**config.mk**
```make
export PLATFORM = sky130hd
export DESIGN_NAME = time_set_ctrl
export DESIGN_NICKNAME = d
export VERILOG_FILES = /design/src/rtl/clk_ctrl_pkg.sv /design/src/rtl/btn_debounce.sv /design/src/rtl/time_set_ctrl.sv
export SDC_FILE = /design/constraint.sdc
export NUM_CORES = 1
export LEC_CHECK = 0
export CAP_MARGIN = 25
export CORE_MARGIN = 3
export CORE_UTILIZATION = 30
export CTS_BUF_LIST = sky130_fd_sc_hd__clkbuf_4
export DETAILED_ROUTE_END_ITERATION = 7
export SLEW_MARGIN = 20
export SYNTH_ARGS = -nofsm -noshare
export SYNTH_HDL_FRONTEND = slang
export SYNTH_HIERARCHICAL = 1
export SYNTH_SLANG_ARGS = --single-unit
```
**constraint.sdc**
```tcl
create_clock -name MHz -period 2.8 [get_ports MHz]
set_clock_uncertainty 0.2 [all_clocks]
set_input_delay 0.28 -clock MHz [delete_from_list [all_inputs] [get_ports MHz]]
set_output_delay 0.28 -clock MHz [all_outputs]
set_load 0.01 [all_outputs]
```
**src/rtl/clk_ctrl_pkg.sv**
```systemverilog
// clk_ctrl_pkg
//   Shared definitions for the time-setting controller: state encoding,
//   default timing parameters (all in milliseconds of the 1 kHz tick),
//   display blank bit positions and the BCD step helpers used to advance
//   the shadow hour and minute.
package clk_ctrl_pkg;

  typedef enum logic [1:0] {
    ST_RUN    = 2'd0,
    ST_SET_H  = 2'd1,
    ST_SET_M  = 2'd2,
    ST_COMMIT = 2'd3
  } state_e;

  localparam int DEB_MS_DEF     = 20;
  localparam int BLINK_MS_DEF   = 250;
  localparam int TIMEOUT_MS_DEF = 10000;
  localparam int RPT_DLY_MS_DEF = 500;
  localparam int RPT_MS_DEF     = 200;

  localparam int BLANK_H1 = 0;
  localparam int BLANK_H2 = 1;
  localparam int BLANK_M1 = 2;
  localparam int BLANK_M2 = 3;
  localparam int BLANK_S1 = 4;
  localparam int BLANK_S2 = 5;

  // Hour is {H1, H2} in BCD on a 12-position dial: 00..11, then back to 00.
  function automatic logic [4:0] next_hour(input logic [4:0] hh);
    logic [4:0] r;
    if (hh == 5'h11) r = 5'h00;
    else if (hh[3:0] == 4'd9) r = 5'h10;
    else r = {hh[4], hh[3:0] + 4'd1};
    return r;
  endfunction

  // Minute is {M1, M2} in BCD: 00..59, then back to 00.
  function automatic logic [6:0] next_minute(input logic [6:0] mm);
    logic [6:0] r;
    if (mm[3:0] == 4'd9) begin
      r[3:0] = 4'd0;
      r[6:4] = (mm[6:4] == 3'd5) ? 3'd0 : mm[6:4] + 3'd1;
    end else begin
      r = {mm[6:4], mm[3:0] + 4'd1};
    end
    return r;
  endfunction

endpackage

```
**src/rtl/btn_debounce.sv**
```systemverilog
// btn_debounce
//   Raw push-button conditioning: 2-FF synchronizer, then a stable-sample
//   filter clocked by the 1 kHz tick, then a rising-edge detector.
//   Ports:
//     clk     - system clock
//     rst_n   - synchronous active-low reset
//     tick    - one-cycle 1 kHz sample strobe
//     btn_raw - asynchronous active-high button
//     level   - debounced button level
//     rise    - one-cycle pulse when level goes 0->1 (aligned with level)
module btn_debounce #(
  parameter int DEB_MS = 20
) (
  input  logic clk,
  input  logic rst_n,
  input  logic tick,
  input  logic btn_raw,
  output logic level,
  output logic rise
);

  localparam int CW = $clog2(DEB_MS + 1);

  logic          sync1_q, sync1_d;
  logic          sync2_q, sync2_d;
  logic          level_q, level_d;
  logic          rise_q, rise_d;
  logic [CW-1:0] cnt_q, cnt_d;

  // cnt_q counts consecutive samples that disagree with the accepted level;
  // any agreeing sample restarts the run.
  always_comb begin
    sync1_d = btn_raw;
    sync2_d = sync1_q;
    level_d = level_q;
    cnt_d   = cnt_q;
    if (tick) begin
      if (sync2_q == level_q) begin
        cnt_d = '0;
      end else if (cnt_q == CW'(DEB_MS - 1)) begin
        level_d = sync2_q;
        cnt_d   = '0;
      end else begin
        cnt_d = cnt_q + 1'b1;
      end
    end
    rise_d = level_d & ~level_q;
  end

  always_ff @(posedge clk) begin
    if (!rst_n) begin
      sync1_q <= 1'b0;
      sync2_q <= 1'b0;
      level_q <= 1'b0;
      rise_q  <= 1'b0;
      cnt_q   <= '0;
    end else begin
      sync1_q <= sync1_d;
      sync2_q <= sync2_d;
      level_q <= level_d;
      rise_q  <= rise_d;
      cnt_q   <= cnt_d;
    end
  end

  assign level = level_q;
  assign rise  = rise_q;

endmodule

```
**src/rtl/time_set_ctrl.sv**
```systemverilog
// time_set_ctrl
//   Two-button clock time setting. Mode steps RUN -> SET_H -> SET_M ->
//   COMMIT -> RUN; inc advances the digits being edited (with auto-repeat
//   while held). The digits being edited blink; an idle set state falls
//   back to RUN without loading.
//   Ports:
//     MHz                        - 10 MHz system clock
//     Reset                      - synchronous active-low reset
//     tick_1khz                  - one-cycle 1 kHz strobe
//     btn_mode, btn_inc          - raw asynchronous buttons
//     cur_h1/h2/m1/m2            - live time digits
//     run_en                     - time counter count enable
//     load                       - one-cycle load strobe
//     ld_h1/h2/m1/m2             - shadow time to load
//     blank[5:0]                 - per-digit blank (H1,H2,M1,M2,S1,S2)
//     mode[1:0]                  - current state code
module time_set_ctrl
  import clk_ctrl_pkg::*;
#(
  parameter int DEB_MS     = DEB_MS_DEF,
  parameter int BLINK_MS   = BLINK_MS_DEF,
  parameter int TIMEOUT_MS = TIMEOUT_MS_DEF,
  parameter int RPT_DLY_MS = RPT_DLY_MS_DEF,
  parameter int RPT_MS     = RPT_MS_DEF
) (
  input  logic       MHz,
  input  logic       Reset,
  input  logic       tick_1khz,
  input  logic       btn_mode,
  input  logic       btn_inc,
  input  logic       cur_h1,
  input  logic [3:0] cur_h2,
  input  logic [2:0] cur_m1,
  input  logic [3:0] cur_m2,
  output logic       run_en,
  output logic       load,
  output logic       ld_h1,
  output logic [3:0] ld_h2,
  output logic [2:0] ld_m1,
  output logic [3:0] ld_m2,
  output logic [5:0] blank,
  output logic [1:0] mode
);

  localparam int IDLE_W  = $clog2(TIMEOUT_MS + 1);
  localparam int BLINK_W = $clog2(BLINK_MS + 1);
  localparam int RPT_MAX = (RPT_DLY_MS > RPT_MS) ? RPT_DLY_MS : RPT_MS;
  localparam int RPT_W   = $clog2(RPT_MAX + 1);

  logic mode_level_unused, mode_rise;
  logic inc_level, inc_rise;

  btn_debounce #(.DEB_MS(DEB_MS)) u_deb_mode (
    .clk(MHz), .rst_n(Reset), .tick(tick_1khz), .btn_raw(btn_mode),
    .level(mode_level_unused), .rise(mode_rise)
  );

  btn_debounce #(.DEB_MS(DEB_MS)) u_deb_inc (
    .clk(MHz), .rst_n(Reset), .tick(tick_1khz), .btn_raw(btn_inc),
    .level(inc_level), .rise(inc_rise)
  );

  state_e               state_q, state_d;
  logic [4:0]           hour_q, hour_d;
  logic [6:0]           min_q, min_d;
  logic [IDLE_W-1:0]    idle_q, idle_d;
  logic [BLINK_W-1:0]   blink_cnt_q, blink_cnt_d;
  logic                 blink_ph_q, blink_ph_d;
  logic [RPT_W-1:0]     rpt_cnt_q, rpt_cnt_d;
  logic                 rpt_on_q, rpt_on_d;
  logic                 rpt_pulse_q, rpt_pulse_d;

  logic mode_p, inc_p, any_press, in_set, timeout;

  // Auto-repeat: first extra pulse RPT_DLY_MS after the press, then every
  // RPT_MS, for as long as the debounced inc level stays high.
  always_comb begin
    rpt_cnt_d   = rpt_cnt_q;
    rpt_on_d    = rpt_on_q;
    rpt_pulse_d = 1'b0;
    if (!inc_level || inc_rise) begin
      rpt_cnt_d = '0;
      rpt_on_d  = 1'b0;
    end else if (tick_1khz) begin
      if (!rpt_on_q && rpt_cnt_q == RPT_W'(RPT_DLY_MS - 1)) begin
        rpt_pulse_d = 1'b1;
        rpt_cnt_d   = '0;
        rpt_on_d    = 1'b1;
      end else if (rpt_on_q && rpt_cnt_q == RPT_W'(RPT_MS - 1)) begin
        rpt_pulse_d = 1'b1;
        rpt_cnt_d   = '0;
      end else begin
        rpt_cnt_d = rpt_cnt_q + 1'b1;
      end
    end
  end

  // Mode wins over a coincident inc; idle and blink timers only run while
  // editing and restart on any press so the edited digits show immediately.
  always_comb begin
    mode_p    = mode_rise;
    inc_p     = (inc_rise | rpt_pulse_q) & ~mode_rise;
    any_press = mode_rise | inc_rise | rpt_pulse_q;
    in_set    = (state_q == ST_SET_H) || (state_q == ST_SET_M);
    timeout   = in_set && (idle_q == IDLE_W'(TIMEOUT_MS));

    idle_d      = idle_q;
    blink_cnt_d = blink_cnt_q;
    blink_ph_d  = blink_ph_q;
    if (!in_set || any_press) begin
      idle_d      = '0;
      blink_cnt_d = '0;
      blink_ph_d  = 1'b0;
    end else if (tick_1khz) begin
      if (idle_q != IDLE_W'(TIMEOUT_MS)) idle_d = idle_q + 1'b1;
      if (blink_cnt_q == BLINK_W'(BLINK_MS - 1)) begin
        blink_cnt_d = '0;
        blink_ph_d  = ~blink_ph_q;
      end else begin
        blink_cnt_d = blink_cnt_q + 1'b1;
      end
    end
  end

  always_comb begin
    state_d = state_q;
    hour_d  = hour_q;
    min_d   = min_q;
    run_en  = 1'b0;
    load    = 1'b0;
    case (state_q)
      ST_RUN: begin
        run_en = 1'b1;
        if (mode_p) begin
          hour_d  = {cur_h1, cur_h2};
          min_d   = {cur_m1, cur_m2};
          state_d = ST_SET_H;
        end
      end
      ST_SET_H: begin
        if (mode_p) state_d = ST_SET_M;
        else if (timeout) state_d = ST_RUN;
        else if (inc_p) hour_d = next_hour(hour_q);
      end
      ST_SET_M: begin
        if (mode_p) state_d = ST_COMMIT;
        else if (timeout) state_d = ST_RUN;
        else if (inc_p) min_d = next_minute(min_q);
      end
      ST_COMMIT: begin
        load    = 1'b1;
        state_d = ST_RUN;
      end
      default: state_d = ST_RUN;
    endcase
  end

  always_comb begin
    blank           = '0;
    blank[BLANK_S1] = 1'b0;
    blank[BLANK_S2] = 1'b0;
    if (state_q == ST_SET_H) begin
      blank[BLANK_H1] = blink_ph_q;
      blank[BLANK_H2] = blink_ph_q;
    end else if (state_q == ST_SET_M) begin
      blank[BLANK_M1] = blink_ph_q;
      blank[BLANK_M2] = blink_ph_q;
    end
  end

  always_ff @(posedge MHz) begin
    if (!Reset) begin
      state_q     <= ST_RUN;
      hour_q      <= '0;
      min_q       <= '0;
      idle_q      <= '0;
      blink_cnt_q <= '0;
      blink_ph_q  <= 1'b0;
      rpt_cnt_q   <= '0;
      rpt_on_q    <= 1'b0;
      rpt_pulse_q <= 1'b0;
    end else begin
      state_q     <= state_d;
      hour_q      <= hour_d;
      min_q       <= min_d;
      idle_q      <= idle_d;
      blink_cnt_q <= blink_cnt_d;
      blink_ph_q  <= blink_ph_d;
      rpt_cnt_q   <= rpt_cnt_d;
      rpt_on_q    <= rpt_on_d;
      rpt_pulse_q <= rpt_pulse_d;
    end
  end

  assign ld_h1 = hour_q[4];
  assign ld_h2 = hour_q[3:0];
  assign ld_m1 = min_q[6:4];
  assign ld_m2 = min_q[3:0];
  assign mode  = state_q;

endmodule

```
==> results.toml <==
[yosys]
ys_seq_area_share_pct = 38.23
ys_ff_latch = 66
synth.area.top_cells = "dfxtp_1, nor2_1, ha_1, nand2_1, xor2_1"
ys.flop_type = "dfxtp_1"
postSynthCellCount = 403
netlist.area_leader.share_pct = 38.23
yosysUniqueCellTypes = 65
synth_edf_count = 0
ys_warn_count = 6
synth_top_cells_by_count = "dfxtp_1, nor2_1, nand2_1, inv_1, a21oi_1"
async_reset_ff_share_pct = 0
synth_top_cell_by_area = "dfxtp_1"
yosysMostFrequentCell = "dfxtp_1"
syn_area_mm2 = 0.003456
synth.avg_cell_area_um2 = 8.575

[placement]
dpl_cell_area_mm2 = 0.003965
portBuffers = 36
place_inst = 570
gp_congestion = 0.8308
hpwl_um = 5757
post-place-ws_ps = 413.2

[setup_path]
cp-start-kind = "flop"
critPathMaxFanout = 10
critPathRequiredTime_ps = 2320
slowest_stage = "clkdlybuf4s50_1"
endpoint_kind = "output port"
max_stage_delay_ps = 530
timing.critical_path.buf_inv = 3
crit_family = "buffers and inverters"
cp.arrival_ps = 2110
crit_path_frequent_cell = "inv_1"
crit_type = "flop to output port"
critical_path.cell_chain = "inv_1 -> ha_1 -> inv_1 -> and3_1 -> clkdlybuf4s50_1"

[finish]
stdcell_count = 587
post-route-util_pct = 37.39
layout.nets = 469
final_layout_size_suffix_gt1_share_pct = 8.072
syn_to_final_growth_pct = 19.33
design_area_mm2 = 0.004124

[die]
rows = 38
ios = 39
die_h_um = 113.3
die_w_um = 113.3
coreArea_mm2 = 0.01103
die_area_mm2 = 0.01284
initial_core_util_pct = 31.33

[timing]
tightest_slew_ps = 651.5
tns_ps = 0
hold_slack_ps = 228.8
setup_slack_ps = 213.6
finalMaxSlewViolations = 0
period_share_pct = 92.37
clock.fmax_mhz = 386.6
post-route-min-period_ps = 2586
slew_headroom_pct = 56.40
setup_viol = 0
rsz0062_at_grt = "no"
finalHoldViolCount = 0

[power_and_ir_drop]
p_total_mw = 1.727
cellPowerDensity_mw_per_mm2 = 418.7
total_leakage_power_nw = 1.365
vdd_drop_max_mv = 0.3143

[cts]
cts.clk_slew.worst_paths_ps = 110
cts_setup_buffers = 0
ctsHoldBuffers = 0
clockBufferDepth = 2
tritoncts = "yes"
cts_sinks = 66
htree_num_levels = 3
cts-root-buf = "clkbuf_4"
cts_made_buffers = 9
clk_latency_ps = 420
cts-resized-gates = 0

[route]
dr.pass1.iters = 4
detail_route.wl_per_cell_um = 13.38
drc = 0
via_per_inst = 5.164
ant_nets = 0
via_count = 3031
totalWireLength_um = 7855
drt_iter0_drc = 225

[global_routing]
grt_pass1_wl_um = 13550
grt_max_degree = 30
overflow = 0
antenna_found_initial = 1
grt_usage_pct = 12.94
grt_pass1_vias = 2889

[job]
drv_cap = 0

[outcome]
status = "finished, final reports clean"

[min_path]
hold_class = "primary input to flop"
## cell usage in the layout (no fill, tap or decap), types with 5 or more instances in the layout
cell type / n
nand2_1: 35
nand4b_1: 6
inv_1: 23
xnor2_1: 14
a211oi_1: 7
clkbuf_4: 10
and4_1: 5
a21oi_1: 17
nor2_1: 43
ha_1: 11
o21ai_0: 10
nor3_1: 5
nand3_1: 15
nor2b_1: 7
nor4_1: 6
buf_4: 9
dfxtp_1: 66
nand4_1: 16
clkdlybuf4s50_1: 36
xor2_1: 15
and2_1: 5
and3_1: 6
mux2i_1: 6
## metal layers
metal / wire, um / GRT usage (%) / share of wire (%) / vias up
li1: - / - / - / 1519
met1: 3638 / 16.55 / 46 / 1431
met2: 3703 / 20.22 / 47 / 67
met3: 367 / 4.332 / 4.7 / 14
met4: 145 / 4.888 / 1.8 / 0
met5: 0 / 0 / 0 / -
## power by group
group | total [mW] | internal [mW] | switching, mW
combinational | 0.0736 | 0.0360 | 0.0375
sequential | 0.944 | 0.942 | 0.00246
clock | 0.709 | 0.367 | 0.342
## cell type report
class                           instances  area, um2
Clock inverter                          6      81.33
Timing Repair Buffer                   45      427.9
Clock buffer                           10      75.07
Antenna cell                            1      2.502
Tap cell                              140      175.2
Fill cell                            1160       6907
Inverter                               23      86.33
Multi-Input combinational cell        296       1954
Sequential cell                        66       1321
## sequential cells by signal (all words and copies together), names as in the netlist, 2 cells and up
register / count
idle_q: 14
u_deb_inc/cnt_q: 5
blink_cnt_q: 8
mode: 2
hour_q: 5
min_q: 7
u_deb_mode/cnt_q: 5
rpt_cnt_q: 9
## cell families after synthesis
logic type,after synthesis,synth area share [%]
AOI/OAI and AO/OA,68,13.90
DFF,66,38.23
and+or+nand+nor,177,28.10
adders and majority gates,11,3.983
muxes,7,2.064
xor gates and xnor gates,31,8.291
other,1,0.1085
buffers and inverters,42,5.322
## worst register-to-register path, delay by kind of cell (launching register included)
kind	cells	cell delay (ps)
and+or+nand+nor	2	1230
AOI/OAI and AO/OA	2	530
DFF	1	370
## path summary, 6_finish.rpt
check        cells after the start         startpoint            endpoint  slack [ps]
max                              5            mode[1]            blank[2]         210
min                              2           btn_mode  u_deb_mode/sync1_q         230
max reg2reg                      4          idle_q[3]           hour_q[3]         390
min reg2reg                      1  u_deb_inc/sync1_q   u_deb_inc/sync2_q         240
(Power assumes the default switching activity.)
==> variant (config.mk and constraints unchanged) <==
Compare `rpt_cnt_q` against `RPT_W'(RPT_MS - 1)` with >= in place of ==.
--- a/src/rtl/time_set_ctrl.sv
+++ b/src/rtl/time_set_ctrl.sv
@@ -88,3 +88,3 @@
         rpt_on_d    = 1'b1;
-      end else if (rpt_on_q && rpt_cnt_q == RPT_W'(RPT_MS - 1)) begin
+      end else if (rpt_on_q && rpt_cnt_q >= RPT_W'(RPT_MS - 1)) begin
         rpt_pulse_d = 1'b1;
Formal check against the unedited RTL: no difference found for any inputs over 10 cycles, from zero or initial values and one cycle with Reset low; that may be too few to reach the edited logic, so the function may still have changed.
==> variant against the original RTL <==
  * The flow now finishes with violations (design-rule violations)
  * Sequential cell count unchanged
  * Utilization down 1.2 points
  * Worst setup slack worse by 0.0029 ns
  * Power is 8.8% lower
  * Wire length shrank 1.6%
  * Design area up 0.55%
  * Synthesized area grew 2.3%
  * Global-route usage decreased by 0.83 points
  * Clock power fell by 21%
  * Largest cell class unchanged
==> variant: results (changes against the original RTL) <==
Outcome
  – Status: finished with violations
  – Failing checks: design-rule violations

Routing
  – Met2 Wirelength: 3570 um (-3.6%)
  – # DRC: 2 (+2)
  – Via count: 3097 (+2.2%)
  – First-iteration detailed-routing DRC count: 122 (-46%)
  – Met1 wire length: 3700 um (+1.8%)
  – Met3 WL: 359 um (-2.2%)
  – Vias per cell: 5.12 (-0.86%)

Global route
  – Largest net degree at the start of global routing: 35 (+17%)
  – Vias in the first global route: 2842 (-1.6%)
  – Tot GR Track Use: 12.1% (-0.83 points)
  – Global-route wire length before repair: 13100 um (-3.0%)

Pwr
  – Sequential share of power: 59.9% (+5.2 points)
  – Cell Int Power: 1.16 mW (-13%)

Cells and area
  – Layout cell share with drive strength beyond 1: 7.81% (-0.26 points)
  – FILL cells: 1176 (+1.4%)
  – Nets: 484 (+3.2%)

Logic synthesis
  – Cell types with the highest counts after synthesis: 66 x dfxtp_1, 44 x nor2_1, 42 x nand2_1
  – XOR/XNOR share of the synthesized area: 6.87% (-1.4 points)
  – Top cells by area, synth: dfxtp_1 37%, nor2_1 4.7%, nand2_1 4.5%, nand3_1 4.0%, ha_1 3.9%
  – Compound-Gate Fraction of Synth Area: 15.9% (+2.0 points)

Placement
  – Cell count after placement: 588 (+3.2%)
  – DP HPWL: 5550 um (-3.6%)
  – Gpl congestion: 0.785 (-5.5%)
variant: cell count changes in the layout (fill, tap and decap cells not counted), moves of 5 or more:
cell,before,now
buf_4,9,4
nand2_1,35,42
nor3_1,5,12
nand3_1,15,28
a21oi_1,17,26
variant: kinds of logic (layout without fill, tap and decap cells):
logic type,count (synthesis),in the layout
flops,66,66
mux,2,2
compound gates,79,79
xor+xnor,26,26
simple gates,195,195
other cells,1,3
buf+inv,43,80
fa+ha+maj,11,11
variant: worst paths after layout:
kind	slack, ns	endpoint	from	depth (start not counted)
min reg2reg	0.24	u_deb_inc/sync2_q$_SDFF_PN0_	u_deb_inc/sync1_q$_SDFF_PN0_	1
min	0.22	u_deb_inc/sync1_q$_SDFF_PN0_	btn_inc	2
max	0.21	run_en	mode[0]$_SDFFE_PN0P_	3
max reg2reg	0.36	hour_q[2]$_SDFFE_PN0P_	mode[0]$_SDFFE_PN0P_	7
variant: layout make-up:
| class | instances | area [um2] | share of cell area [%] |
|---|---|---|---|
| Inverter | 23 | 86.3 | 2.08 |
| Sequential cell | 66 | 1320 | 31.9 |
| Multi-Input combinational cell | 315 | 2020 | 48.8 |
| Timing Repair Buffer | 41 | 410 | 9.90 |
| Clock inverter | 7 | 55.1 | 1.33 |
| Tap cell | 143 | 179 | 4.32 |
| Antenna cell | 1 | 2.50 | 0.0603 |
| Clock buffer | 9 | 67.6 | 1.63 |
variant: through the flow:
| stage | area (um2) | power (mW) | util, % |
|---|---|---|---|
| 4_1_cts | 4140 | 1.61 | 36.1 |
| 3_5_place_dp | 4020 | 1.04 | 35.1 |
| 6_report | 4150 | 1.58 | 36.2 |
| 3_3_place_gp | 4020 | 1.04 | 35.1 |
| 2_1_floorplan | 3540 | 1.00 | - |
| 5_1_grt | 4150 | 1.65 | 36.2 |
